===== src/rtl/block_shift_stacker_if.sv =====
// Bus between the game controller and the shifting block:
// the block and row inputs, the movement controls and the landing results.
interface block_shift_stacker_if #(
  parameter int ROW_W = 8
);
  localparam int WW = $clog2(ROW_W + 1);

  logic             load;
  logic [ROW_W-1:0] loadBlock;
  logic             firstRow;
  logic [ROW_W-1:0] belowRow;
  logic             stepPulse;
  logic             stopBtn;
  logic [ROW_W-1:0] rowOut;
  logic [ROW_W-1:0] landedRow;
  logic [WW-1:0]    widthOut;
  logic             miss;
  logic             busy;
  logic             done;

  modport master (
    output load, loadBlock, firstRow, belowRow, stepPulse, stopBtn,
    input  rowOut, landedRow, widthOut, miss, busy, done
  );

  modport slave (
    input  load, loadBlock, firstRow, belowRow, stepPulse, stopBtn,
    output rowOut, landedRow, widthOut, miss, busy, done
  );
endinterface


===== src/rtl/block_shift_stacker.sv =====
// Bounces a multi-cell block across a row until stop is pressed,
// then trims it against the row beneath and reports the survivors.
module block_shift_stacker #(
  parameter int ROW_W     = 8,
  parameter int STEP_DIV  = 1,
  parameter bit START_DIR = 1'b0
) (
  input logic                 clk,
  input logic                 rst,
  block_shift_stacker_if.slave bus
);
  localparam int WW = $clog2(ROW_W + 1);

  typedef enum logic [1:0] {
    IDLE  = 2'd0,
    SHIFT = 2'd1,
    LAND  = 2'd2,
    DONE  = 2'd3
  } state_t;

  state_t           state_r, stateNext_s;
  logic [ROW_W-1:0] rowOut_r, rowNext_s;
  logic [ROW_W-1:0] landed_r, landedNext_s;
  logic [WW-1:0]    width_r, widthNext_s;
  logic             miss_r, missNext_s;
  logic             dirLeft_r, dirNext_s;
  logic [7:0]       div_r, divNext_s;
  logic             firstRow_r, firstRowNext_s;
  logic             stopPrev_r;
  logic             busy_r;
  logic             done_r;
  logic             stopRise_s;
  logic [ROW_W-1:0] masked_s;

  function automatic logic [WW-1:0] popCount(input logic [ROW_W-1:0] v);
    logic [WW-1:0] cnt;
    cnt = {WW{1'b0}};
    for (int i = 0; i < ROW_W; i++) begin
      cnt = cnt + WW'(v[i]);
    end
    return cnt;
  endfunction

  // Next-state and datapath decode for the four-phase row cycle
  always_comb begin
    stateNext_s    = state_r;
    rowNext_s      = rowOut_r;
    landedNext_s   = landed_r;
    widthNext_s    = width_r;
    missNext_s     = miss_r;
    dirNext_s      = dirLeft_r;
    divNext_s      = div_r;
    firstRowNext_s = firstRow_r;
    stopRise_s     = bus.stopBtn & ~stopPrev_r;
    masked_s       = rowOut_r & (firstRow_r ? {ROW_W{1'b1}} : bus.belowRow);

    case (state_r)
      IDLE: begin
        if (bus.load) begin
          rowNext_s      = bus.loadBlock;
          dirNext_s      = START_DIR;
          divNext_s      = 8'd0;
          firstRowNext_s = bus.firstRow;
          landedNext_s   = {ROW_W{1'b0}};
          widthNext_s    = {WW{1'b0}};
          missNext_s     = 1'b0;
          stateNext_s    = (bus.loadBlock == {ROW_W{1'b0}}) ? LAND : SHIFT;
        end else begin
          stateNext_s = IDLE;
        end
      end
      SHIFT: begin
        if (stopRise_s) begin
          stateNext_s = LAND;
        end else if (bus.stepPulse) begin
          if (div_r == 8'(STEP_DIV - 1)) begin
            divNext_s = 8'd0;
            // Reverse on the edge cell in the same move, so the block never dwells
            if (rowOut_r[0] && rowOut_r[ROW_W-1]) begin
              dirNext_s = ~dirLeft_r;
            end else if (!dirLeft_r) begin
              if (rowOut_r[0]) begin
                dirNext_s = 1'b1;
                rowNext_s = rowOut_r << 1;
              end else begin
                rowNext_s = rowOut_r >> 1;
              end
            end else begin
              if (rowOut_r[ROW_W-1]) begin
                dirNext_s = 1'b0;
                rowNext_s = rowOut_r >> 1;
              end else begin
                rowNext_s = rowOut_r << 1;
              end
            end
          end else begin
            divNext_s = div_r + 8'd1;
          end
        end else begin
          stateNext_s = SHIFT;
        end
      end
      LAND: begin
        landedNext_s = masked_s;
        widthNext_s  = popCount(masked_s);
        missNext_s   = (masked_s == {ROW_W{1'b0}});
        rowNext_s    = masked_s;
        stateNext_s  = DONE;
      end
      DONE: begin
        stateNext_s = IDLE;
      end
      default: begin
        stateNext_s = IDLE;
      end
    endcase
  end

  // State and output registers; busy/done decoded from the upcoming state
  always_ff @(posedge clk) begin
    if (rst) begin
      state_r    <= IDLE;
      rowOut_r   <= {ROW_W{1'b0}};
      landed_r   <= {ROW_W{1'b0}};
      width_r    <= {WW{1'b0}};
      miss_r     <= 1'b0;
      dirLeft_r  <= START_DIR;
      div_r      <= 8'd0;
      firstRow_r <= 1'b0;
      stopPrev_r <= 1'b0;
      busy_r     <= 1'b0;
      done_r     <= 1'b0;
    end else begin
      state_r    <= stateNext_s;
      rowOut_r   <= rowNext_s;
      landed_r   <= landedNext_s;
      width_r    <= widthNext_s;
      miss_r     <= missNext_s;
      dirLeft_r  <= dirNext_s;
      div_r      <= divNext_s;
      firstRow_r <= firstRowNext_s;
      stopPrev_r <= bus.stopBtn;
      busy_r     <= (stateNext_s != IDLE);
      done_r     <= (stateNext_s == DONE);
    end
  end

  assign bus.rowOut    = rowOut_r;
  assign bus.landedRow = landed_r;
  assign bus.widthOut  = width_r;
  assign bus.miss      = miss_r;
  assign bus.busy      = busy_r;
  assign bus.done      = done_r;
endmodule


===== src/flat_wrapper.sv =====
// flat-port wrapper written by rule: the top's interface ports become plain ports
module block_shift_stacker_flat 
#(
  parameter int ROW_W     = 8,
  parameter int STEP_DIV  = 1,
  parameter bit START_DIR = 1'b0
)
  (clk, rst, bus_load, bus_loadBlock, bus_firstRow, bus_belowRow, bus_stepPulse, bus_stopBtn, bus_rowOut, bus_landedRow, bus_widthOut, bus_miss, bus_busy, bus_done);
  block_shift_stacker_if #(.ROW_W(ROW_W)) bus_i ();
  input logic clk;
  input logic rst;
  input wire logic [$bits(bus_i.load)-1:0] bus_load;
  input wire logic [$bits(bus_i.loadBlock)-1:0] bus_loadBlock;
  input wire logic [$bits(bus_i.firstRow)-1:0] bus_firstRow;
  input wire logic [$bits(bus_i.belowRow)-1:0] bus_belowRow;
  input wire logic [$bits(bus_i.stepPulse)-1:0] bus_stepPulse;
  input wire logic [$bits(bus_i.stopBtn)-1:0] bus_stopBtn;
  output wire logic [$bits(bus_i.rowOut)-1:0] bus_rowOut;
  output wire logic [$bits(bus_i.landedRow)-1:0] bus_landedRow;
  output wire logic [$bits(bus_i.widthOut)-1:0] bus_widthOut;
  output wire logic [$bits(bus_i.miss)-1:0] bus_miss;
  output wire logic [$bits(bus_i.busy)-1:0] bus_busy;
  output wire logic [$bits(bus_i.done)-1:0] bus_done;
  assign bus_i.load = bus_load;
  assign bus_i.loadBlock = bus_loadBlock;
  assign bus_i.firstRow = bus_firstRow;
  assign bus_i.belowRow = bus_belowRow;
  assign bus_i.stepPulse = bus_stepPulse;
  assign bus_i.stopBtn = bus_stopBtn;
  assign bus_rowOut = bus_i.rowOut;
  assign bus_landedRow = bus_i.landedRow;
  assign bus_widthOut = bus_i.widthOut;
  assign bus_miss = bus_i.miss;
  assign bus_busy = bus_i.busy;
  assign bus_done = bus_i.done;
  block_shift_stacker #(.ROW_W(ROW_W), .STEP_DIV(STEP_DIV), .START_DIR(START_DIR)) u_core (.clk(clk), .rst(rst), .bus(bus_i));
endmodule

===== config.mk =====
export PLATFORM = sky130hd
export DESIGN_NAME = block_shift_stacker_flat
export DESIGN_NICKNAME = d
export VERILOG_FILES = /design/src/rtl/block_shift_stacker_if.sv /design/src/rtl/block_shift_stacker.sv /design/src/flat_wrapper.sv
export SDC_FILE = /design/constraint.sdc
export NUM_CORES = 1
export LEC_CHECK = 0
export ABC_AREA = 1
export BUFFER_PORTS_ARGS = -buffer_cell sky130_fd_sc_hd__buf_2
export CAP_MARGIN = 10
export CORE_ASPECT_RATIO = 1.2
export CORE_MARGIN = 2
export CORE_UTILIZATION = 49
export DETAILED_ROUTE_END_ITERATION = 12
export PLACE_DENSITY = 0.74
export SYNTH_ARGS = -nofsm -noshare
export SYNTH_HDL_FRONTEND = slang
export SYNTH_SLANG_ARGS = --single-unit
export TNS_END_PERCENT = 30

===== constraint.sdc =====
create_clock -name clk -period 2.92 [get_ports clk]
set_input_delay 0.292 -clock clk [delete_from_list [all_inputs] [get_ports clk]]
set_output_delay 0.292 -clock clk [all_outputs]
set_load 0.005 [all_outputs]

# Word-level counts from Yosys, hierarchy flattened
# Cells that the tools add are included.
# word_totals
register_bits	36
latchBits	0
ramBits	0
mem_bits_ro	0
in_bits	22
output_inout_bits	23
wordCells	79
memories	0
# classes
n_addsub	8
n_mul	0
div_mod_pow	0
magnitude_cmp	0
n_eq_ne	9
n_shift	0
muxes	33
bitwise_logic	4
n_reduce_logical	14
# op_table
cell	n
8-bit 2-to-1 mux	13
8-bit case mux with 2 select lines	2
4-bit by 1-bit adder with 4-bit output	6
8-bit logical NOT	3
8-bit case mux with 3 select lines	1
8-bit by 1-bit adder with 8-bit output (second input constant)	1
8-bit bitwise AND	1
1-bit 2-to-1 mux	8
2-bit 2-to-1 mux	4
2-bit inequality test (second input constant)	4
2-bit case mux with 4 select lines	1
4-bit case mux with 2 select lines	1
2-bit == test (second input constant)	3
6-bit AND reduction	1
2-bit nonzero test	3
5-bit AND reduction	1
4-bit 2-to-1 mux	1
1-bit case mux with 2 select lines	2
2-bit AND reduction	2
4-bit AND reduction	1
3-bit nonzero test	1
1-bit by 1-bit adder with 2-bit output	1
2-bit by 1-bit == test with 1-bit output (second input constant)	1
2-bit logical NOT	1
other kinds (4)	5

# Depth between registers and ports, before layout
# Gate-level depths: netlist of the first run.
# depth
ltp_word	10
mapped_depth	13
ltp_nobuf	13

# Least setup slack after synthesis of the first run
# No wires, ideal clock.
# synth_path
path_type	register -> register
start	reg u_core.firstRow_r
end	reg u_core.width_r[1], in the netlist u_core.bus.widthOut[1]
setup_ps	132
arrival_ps	2944
t_required_ps	2788
slack_ps	-156
stages_incl_launch_ff	13
n_path_buf	0
synth_period_minus_slack_ps	3076
cell_sequence	dfxtp_1 > or2_2 > nand2_1 > inv_1 > ha_1 > inv_1 > fa_1 > fa_1 > fa_1 > inv_1 > fa_1 > nand3_1 > a21oi_1
# synth_between
elab_chain_len	10
# synth_rtl
element	line	rtl
start: declaration	block_shift_stacker.sv:28	logic firstRow_r, firstRowNext_s;
start signal: assignment	block_shift_stacker.sv:141	firstRow_r <= firstRowNext_s;
8-bit 2-to-1 mux (*)	block_shift_stacker.sv:55	masked_s = rowOut_r & (firstRow_r ? {ROW_W{1'b1}} : bus.belowRow);
8-bit bitwise AND (*)	block_shift_stacker.sv:55	
1-bit by 1-bit adder with 2-bit output	block_shift_stacker.sv:39	cnt = cnt + WW'(v[i]);
4-bit by 1-bit adder with 4-bit output (5 in series)	block_shift_stacker.sv:39	
4-bit by 1-bit adder with 4-bit output (*)	block_shift_stacker.sv:39	
4-bit case mux with 2 select lines (*)	block_shift_stacker.sv:57	case (state_r)
end signal: assignment	block_shift_stacker.sv:125	width_r <= {WW{1'b0}};
end signal: assignment	block_shift_stacker.sv:137	width_r <= widthNext_s;
end: declaration	block_shift_stacker.sv:24	logic [WW-1:0] width_r, widthNext_s;
# Every way passes the cells marked *; elsewhere a longest branch is shown, timed or not.
# A chain may end at the register's enable or synchronous reset.

# Worst setup path in the final report of the first run
# Ends and elaborated chain as after synthesis.

==> impl_metrics.py, run 1 <==
metrics = {
    "outcome": {
        "status": "complete, but fails checks",
        "violations": "negative setup slack",
    },
    "setup_path": {
        "r2r_cells": 12,
        "setup.worst_path.class": "reg2reg",
        "r2r_setup_slack_ps": -100,
        "reg2reg_to": "u_core.bus.widthOut[1]$_SDFFE_PP0P_",
        "crit_chain": "or2_4 > nand2_4 > inv_4 > ha_4 > inv_2 > fa_1 > fa_1 > fa_2 > inv_2 > fa_2 > nand3_2 > a21oi_2",
        "crit_path_end_kind": "flip-flop",
        "max_stage_delay_ps": 490,
        "reg2reg_from": "u_core.firstRow_r$_SDFFE_PP0P_",
        "crit_fanout": 5,
        "crit_arrival_ps": 3190,
        "required_ps": 3100,
        "start_kind": "flip-flop",
        "cp_slowest_cell": "fa_1",
    },
    "final_layout": {
        "n_antenna_cell": 0,
        "nFillCells": 436,
        "final_cells": 441,
        "seq_area_um2": 724,
        "utilization_pct": 61.7,
        "design_area_um2": 2650,
        "multi_input_area_um2": 1310,
        "fin_nets": 420,
        "layout-drive-gt1-share_pct": 22.6,
        "syn_to_final_growth_pct": 19.9,
    },
    "placement": {
        "post-place-cells": 432,
        "placed_area_um2": 2510,
        "hpwl_um": 4240,
        "place.gp.congestion": 0.884,
        "numPortBuffers": 44,
    },
    "route": {
        "ant_nets": 0,
        "drc": 0,
        "firstDrtPassIters": 4,
        "routed_wl_um": 5600,
        "routedWlPerCell_um": 12.7,
        "vias_per_cell": 5.15,
        "initialDrtViolationCount": 125,
        "vias": 2271,
    },
    "pwr": {
        "switching_share_pct": 30.4,
        "p_per_area_nw_per_um2": 476,
        "seqPwrFrac_pct": 42.7,
        "internal_power_uw": 877,
        "power.switching_uw": 383,
        "p_total_uw": 1260,
        "cellLeakagePower_uw": 0.00135,
        "pwr-share-comb_pct": 22.2,
        "p_clk_share_pct": 35.1,
        "ir_drop_mv": 0.321,
    },
    "min_path": {
        "hp-class": "in2reg",
        "worstHoldStart": "bus_stopBtn",
        "min_to": "u_core.stopPrev_r$_SDFF_PP0_",
        "whs_path_depth": 3,
    },
    "floorplanning": {
        "io_pins": 45,
        "core_um2": 4290,
        "die_area_um2": 5060,
        "start_util_pct": 51.4,
        "die_x_um": 65.3,
        "die_h_um": 77.5,
        "rows": 26,
    },
    "grt": {
        "grt_usage_pct": 24.3,
        "grt_max_degree": 19,
        "antenna_found_initial": 0,
        "first_global_vias": 2202,
        "grt_pass1_wl_um": 9670,
        "overflow": 0,
    },
    "logic_synthesis": {
        "yosys_warnings": 0,
        "syn_nets": 372,
        "synth_area_leaders": "dfxtp_1 (33%), nand2_1 (15%), inv_1 (7.3%), nand3_1 (7.0%), nor2_1 (6.6%)",
        "synthTopCellsByCount": "nand2_1 (89), inv_1 (43), nor2_1 (39), dfxtp_1 (36), nand3_1 (31)",
        "netlist_instances": 336,
        "ys.flop_type": "dfxtp_1",
        "syn-cell-area_um2": 2210,
        "synth_top_area_share_pct": 32.6,
        "synth.most_common_cell": "nand2_1",
        "synth-seq-area-share_pct": 32.6,
        "ys_types": 27,
        "synth.avg_cell_area_um2": 6.57,
        "synth-edff-count": 0,
        "ys_ff_latch": 36,
        "synth_area_leader_cell": "dfxtp_1",
        "async_flop_share_pct": 0,
    },
    "clock_network": {
        "cts_buffer_depth": 2,
        "clkTransAtPathRegs_ps": 80,
        "cts_sinks": 36,
        "cts_tree": "yes",
        "clock_latency_ps": 300,
        "root_buffer": "clkbuf_8",
        "holdBufCountCts": 0,
        "cts_made_buffers": 5,
        "htreeDepth": 2,
    },
    "sta": {
        "fmax_ghz": 0.332,
        "hold_violations": 0,
        "period_share_pct": 103,
        "setup_viol": 2,
        "fin_crit_ps": 3020,
        "fin_skew_ps": 9.91,
        "slew-limit-headroom_pct": 62.0,
        "drv_slew": 0,
        "rsz0062_at_grt": "true",
        "tightest_slew_ps": 570,
        "timing.hold.ws_ps": 228,
        "setup_slack_ps": -96.1,
    },
    "job": {
        "max_cap_violations": 0,
    },
}
## cells in the final DEF, fill, tap and decap left out, types with 6 or more instances in the layout
cell,netlist,layout
nand2_1,89,88
buf_2,4,44
inv_1,43,40
nor2_1,39,39
dfxtp_1,36,35
nand3_1,31,30
a21oi_1,25,23
o21ai_0,15,13
ha_1,10,9
nand4_1,8,8
inv_2,4,6
## worst max-delay path: cells and delay by family (launching register included)
family	cells	cell delay, ps
adder cells (fa/ha/maj)	5	1950
AND/OR/NAND/NOR	3	380
flip-flops	1	370
buffers and inverters	3	140
AO/OA/AOI/OAI	1	50
## cell families after synthesis
logic type | Yosys count | synth area share (%)
AND/OR/NAND/NOR | 180 | 35.1
buffers and inverters | 55 | 10.1
AO/OA/AOI/OAI | 48 | 11.7
flip-flops | 36 | 32.6
adder cells (fa/ha/maj) | 14 | 9.29
XOR/XNOR | 3 | 1.19
## layer usage
layer | global-route usage, % | up-vias | share of wire (%)
li1 | - | 1167 | -
met1 | 28.2 | 1032 | 42
met2 | 44.5 | 64 | 51
met3 | 4.78 | 8 | 5.7
met4 | 7.08 | 0 | 1.2
met5 | 0 | - | 0
## worst max-delay path by stage
stage	startpoint	to	slack [ps]
2_1_floorplan	u_core.firstRow_r$_SDFFE_PP0P_	u_core.bus.widthOut[1]$_SDFFE_PP0P_	-110
3_3_place_gp	bus_belowRow[1]	u_core.bus.widthOut[1]$_SDFFE_PP0P_	-210
5_1_grt	u_core.firstRow_r$_SDFFE_PP0P_	u_core.bus.widthOut[1]$_SDFFE_PP0P_	-170
6_report	u_core.firstRow_r$_SDFFE_PP0P_	u_core.bus.widthOut[1]$_SDFFE_PP0P_	-100
4_1_cts	u_core.firstRow_r$_SDFFE_PP0P_	u_core.bus.widthOut[1]$_SDFFE_PP0P_	-90
3_5_place_dp	bus_belowRow[1]	u_core.bus.widthOut[2]$_SDFFE_PP0P_	-260
## sequential cells by signal (all words and copies together) (netlist names)
name	cells
u_core.bus.busy	1
u_core.bus.done	1
u_core.bus.landedRow	8
u_core.bus.miss	1
u_core.bus.rowOut	8
u_core.bus.widthOut	4
u_core.dirLeft_r	1
u_core.div_r	8
u_core.firstRow_r	1
u_core.state_r	2
u_core.stopPrev_r	1
## final cells by class
class / instances / area share [%]
Tap cell: 56 / 2.65
Multi-Input combinational cell: 245 / 49.4
Inverter: 47 / 6.76
Sequential cell: 36 / 27.4
Timing Repair Buffer: 49 / 9.74
Clock inverter: 2 / 1.32
Clock buffer: 6 / 2.74
## power by group through the flow
stage,sequential [µW],clock (µW),combinational (µW)
final,538,442,280
after global routing,542,469,320
after CTS,537,447,272
after floorplan,546,0,192
after detailed placement,548,0,272
after global placement,547,0,268
## through the flow
stage          setup TNS (ps)  setup WS (ps)
2_1_floorplan            -199           -107
3_3_place_gp             -401           -205
3_5_place_dp             -545           -264
4_1_cts                  -158          -87.4
5_1_grt                  -330           -168
6_report                 -117          -96.1
## what timing repair did
item	4_1_cts	5_1_grt
pin swaps	4	0
endpoints found under the setup margin	3	2
setup buffers	1	0
resized for setup	1	8
(Power assumes the default switching activity.)
==> inputs of run 2 (changes only) <==
Settings changed: ABC_AREA 1 to 0, PLACE_DENSITY 0.74 to 0.75.
==> run 2 against run 1 <==
Net effect: the flow still finishes with violations (negative setup slack); count of clock-buffer cells in the layout is 1 lower; largest cell class unchanged; power is 5.9% lower; via count is 10% lower; critical endpoint unchanged; critical path type unchanged; maximum frequency hardly changed.
==> impl_metrics.py, run 2 <==
metrics = {
    "grt": {
        "grt_pass1_wl_um": 8910,
        "grt_max_degree": 31,
        "antenna_found_initial": 0,
        "first_global_vias": 1927,
        "overflow": 0,
        "grt_usage_pct": 24.4,
    },
    "final_layout": {
        "utilization_pct": 63.6,
        "design_area_um2": 2520,
        "fin_nets": 341,
        "final_cell_mix": "buf_2 (44), nor2_1 (38), dfxtp_1 (35)",
        "multi_input_area_um2": 1250,
        "nFillCells": 383,
        "n_antenna_cell": 0,
        "final_common_cell": "buf_2",
        "layout-drive-gt1-share_pct": 25.2,
        "syn_to_final_growth_pct": 22.9,
        "seq_area_um2": 724,
    },
    "clock_network": {
        "cts_setup_buffers": 0,
        "cts_tree": "yes",
        "cts_buffer_depth": 2,
        "clkTransAtPathRegs_ps": 80,
        "cts_made_buffers": 5,
        "clock_latency_ps": 290,
        "root_buffer": "clkbuf_8",
        "htreeDepth": 2,
        "holdBufCountCts": 0,
        "cts_sinks": 36,
    },
    "logic_synthesis": {
        "synth.avg_cell_area_um2": 8.06,
        "ys_types": 40,
        "synthTopCellsByCount": "nor2_1 (38), dfxtp_1 (36), a21oi_1 (21), inv_1 (15)",
        "synth-seq-area-share_pct": 35.1,
        "synth_top_area_share_pct": 35.1,
        "ys.flop_type": "dfxtp_1",
        "synth_area_leaders": "dfxtp_1 (35%), nor2_1 (6.9%), ha_1 (6.1%), a21oi_1 (5.1%), fa_1 (3.9%)",
        "ys_ff_latch": 36,
        "netlist_instances": 255,
        "synth.most_common_cell": "nor2_1",
        "synth_area_leader_cell": "dfxtp_1",
        "async_flop_share_pct": 0,
        "yosys_warnings": 0,
        "synth-edff-count": 0,
        "syn_nets": 291,
        "syn-cell-area_um2": 2050,
    },
    "setup_path": {
        "required_ps": 3090,
        "cp_slowest_cell": "fa_1",
        "setup.worst_path.class": "reg2reg",
        "crit_arrival_ps": 3180,
        "r2r_cells": 10,
        "max_stage_delay_ps": 490,
        "r2r_setup_slack_ps": -100,
        "crit_path_end_kind": "flip-flop",
        "crit_chain": "o21a_4 > ha_4 > inv_2 > fa_1 > fa_1 > fa_2 > inv_2 > fa_1 > a22oi_1 > nor2_1",
        "start_kind": "flip-flop",
        "crit_fanout": 7,
        "crit_top_cell": "fa_1",
    },
    "floorplanning": {
        "die_x_um": 63.1,
        "die_h_um": 74.9,
        "core_um2": 3970,
        "io_pins": 45,
        "start_util_pct": 51.7,
        "die_area_um2": 4730,
        "rows": 25,
    },
    "pwr": {
        "p_total_uw": 1190,
        "cellLeakagePower_uw": 0.00103,
        "p_per_area_nw_per_um2": 470,
        "ir_drop_mv": 0.284,
    },
    "placement": {
        "place.gp.congestion": 0.871,
        "numPortBuffers": 44,
        "hpwl_um": 4110,
        "placed_area_um2": 2380,
    },
    "sta": {
        "fin_tns_setup_ps": -96.9,
        "fin_crit_ps": 3020,
        "tightest_slew_ps": 1170,
        "period_share_pct": 103,
        "fmax_ghz": 0.331,
        "rsz0062_at_grt": "true",
        "fin_skew_ps": 6.42,
        "drv_slew": 0,
        "setup_slack_ps": -96.9,
        "slew-limit-headroom_pct": 21.6,
        "setup_viol": 1,
        "hold_violations": 0,
    },
    "min_path": {
        "hp-class": "in2reg",
        "whs_path_depth": 2,
    },
    "route": {
        "drc": 0,
        "initialDrtViolationCount": 127,
        "vias": 2037,
        "ant_nets": 0,
        "vias_per_cell": 5.66,
        "routed_wl_um": 5460,
        "routedWlPerCell_um": 15.2,
        "firstDrtPassIters": 5,
    },
    "outcome": {
        "status": "complete, but fails checks",
        "violations": "negative setup slack",
    },
    "job": {
        "max_cap_violations": 0,
    },
}
==> run 2: path summary, 6_finish.rpt <==
check                                      startpoint                             endpoint
hold / removal                            bus_stopBtn         u_core.stopPrev_r$_SDFF_PP0_
setup reg to reg       u_core.firstRow_r$_SDFFE_PP0P_  u_core.bus.widthOut[1]$_SDFFE_PP0P_
hold reg to reg   u_core.bus.widthOut[2]$_SDFFE_PP0P_  u_core.bus.widthOut[2]$_SDFFE_PP0P_
setup / recovery       u_core.firstRow_r$_SDFFE_PP0P_  u_core.bus.widthOut[1]$_SDFFE_PP0P_
==> run 2: what timing repair did <==
action | 4_1_cts | 5_1_grt
setup endpoints to repair | 2 | 2
gates resized for setup | 1 | 8
pin swaps | 0 | 2
==> run 2: final cells by class <==
cell class	count	share of cell area [%]
multi-input combinational	191	49.7
sequential	36	28.7
timing repair buffer	56	12.3
clock buffer	5	2.73
tap	54	2.68
inverter	15	2.23
clock inverter	3	1.68
==> run 2: routing by layer <==
metal,share of wire (%),track usage [%],vias up
met3,6.1,5.08,12
li1,-,-,990
met4,2.3,11.4,0
met1,41,29.2,959
met5,0,0,-
met2,50,42.7,76
==> run 2: kinds of logic after synthesis <==
group | Yosys count | share of synthesized area, %
buffers and inverters | 28 | 5.48
muxes | 3 | 1.46
xor gates and xnor gates | 7 | 2.98
DFF | 36 | 35.1
AOI/OAI and AO/OA | 65 | 20.3
adders and majority gates | 14 | 9.99
and+or+nand+nor | 102 | 24.7
==> run 2: stage by stage <==
stage                     instances  hold slack [ps]  setup slack [ps]
after detailed placement        352              448              -194
after global placement          352              439              -111
final                           360              237             -96.9
after floorplan                 255              369              -101
after CTS                       360              240              -131
after global routing            360              253              -164
==> run 2: critical path: cells and delay by family, from the launching register on <==
family / cells / cell delay (ps)
adder cells (fa/ha/maj): 5 / 1930
AND/OR/NAND/NOR: 1 / 60
flip-flops: 1 / 380
AO/OA/AOI/OAI: 2 / 410
buffers and inverters: 2 / 100
==> run 2: power by group <==
| group | total (µW) | switching [µW] | internal (µW) |
|---|---|---|---|
| logic | 224 | 130 | 93.7 |
| clock network | 442 | 189 | 253 |
| registers | 521 | 15.1 | 506 |
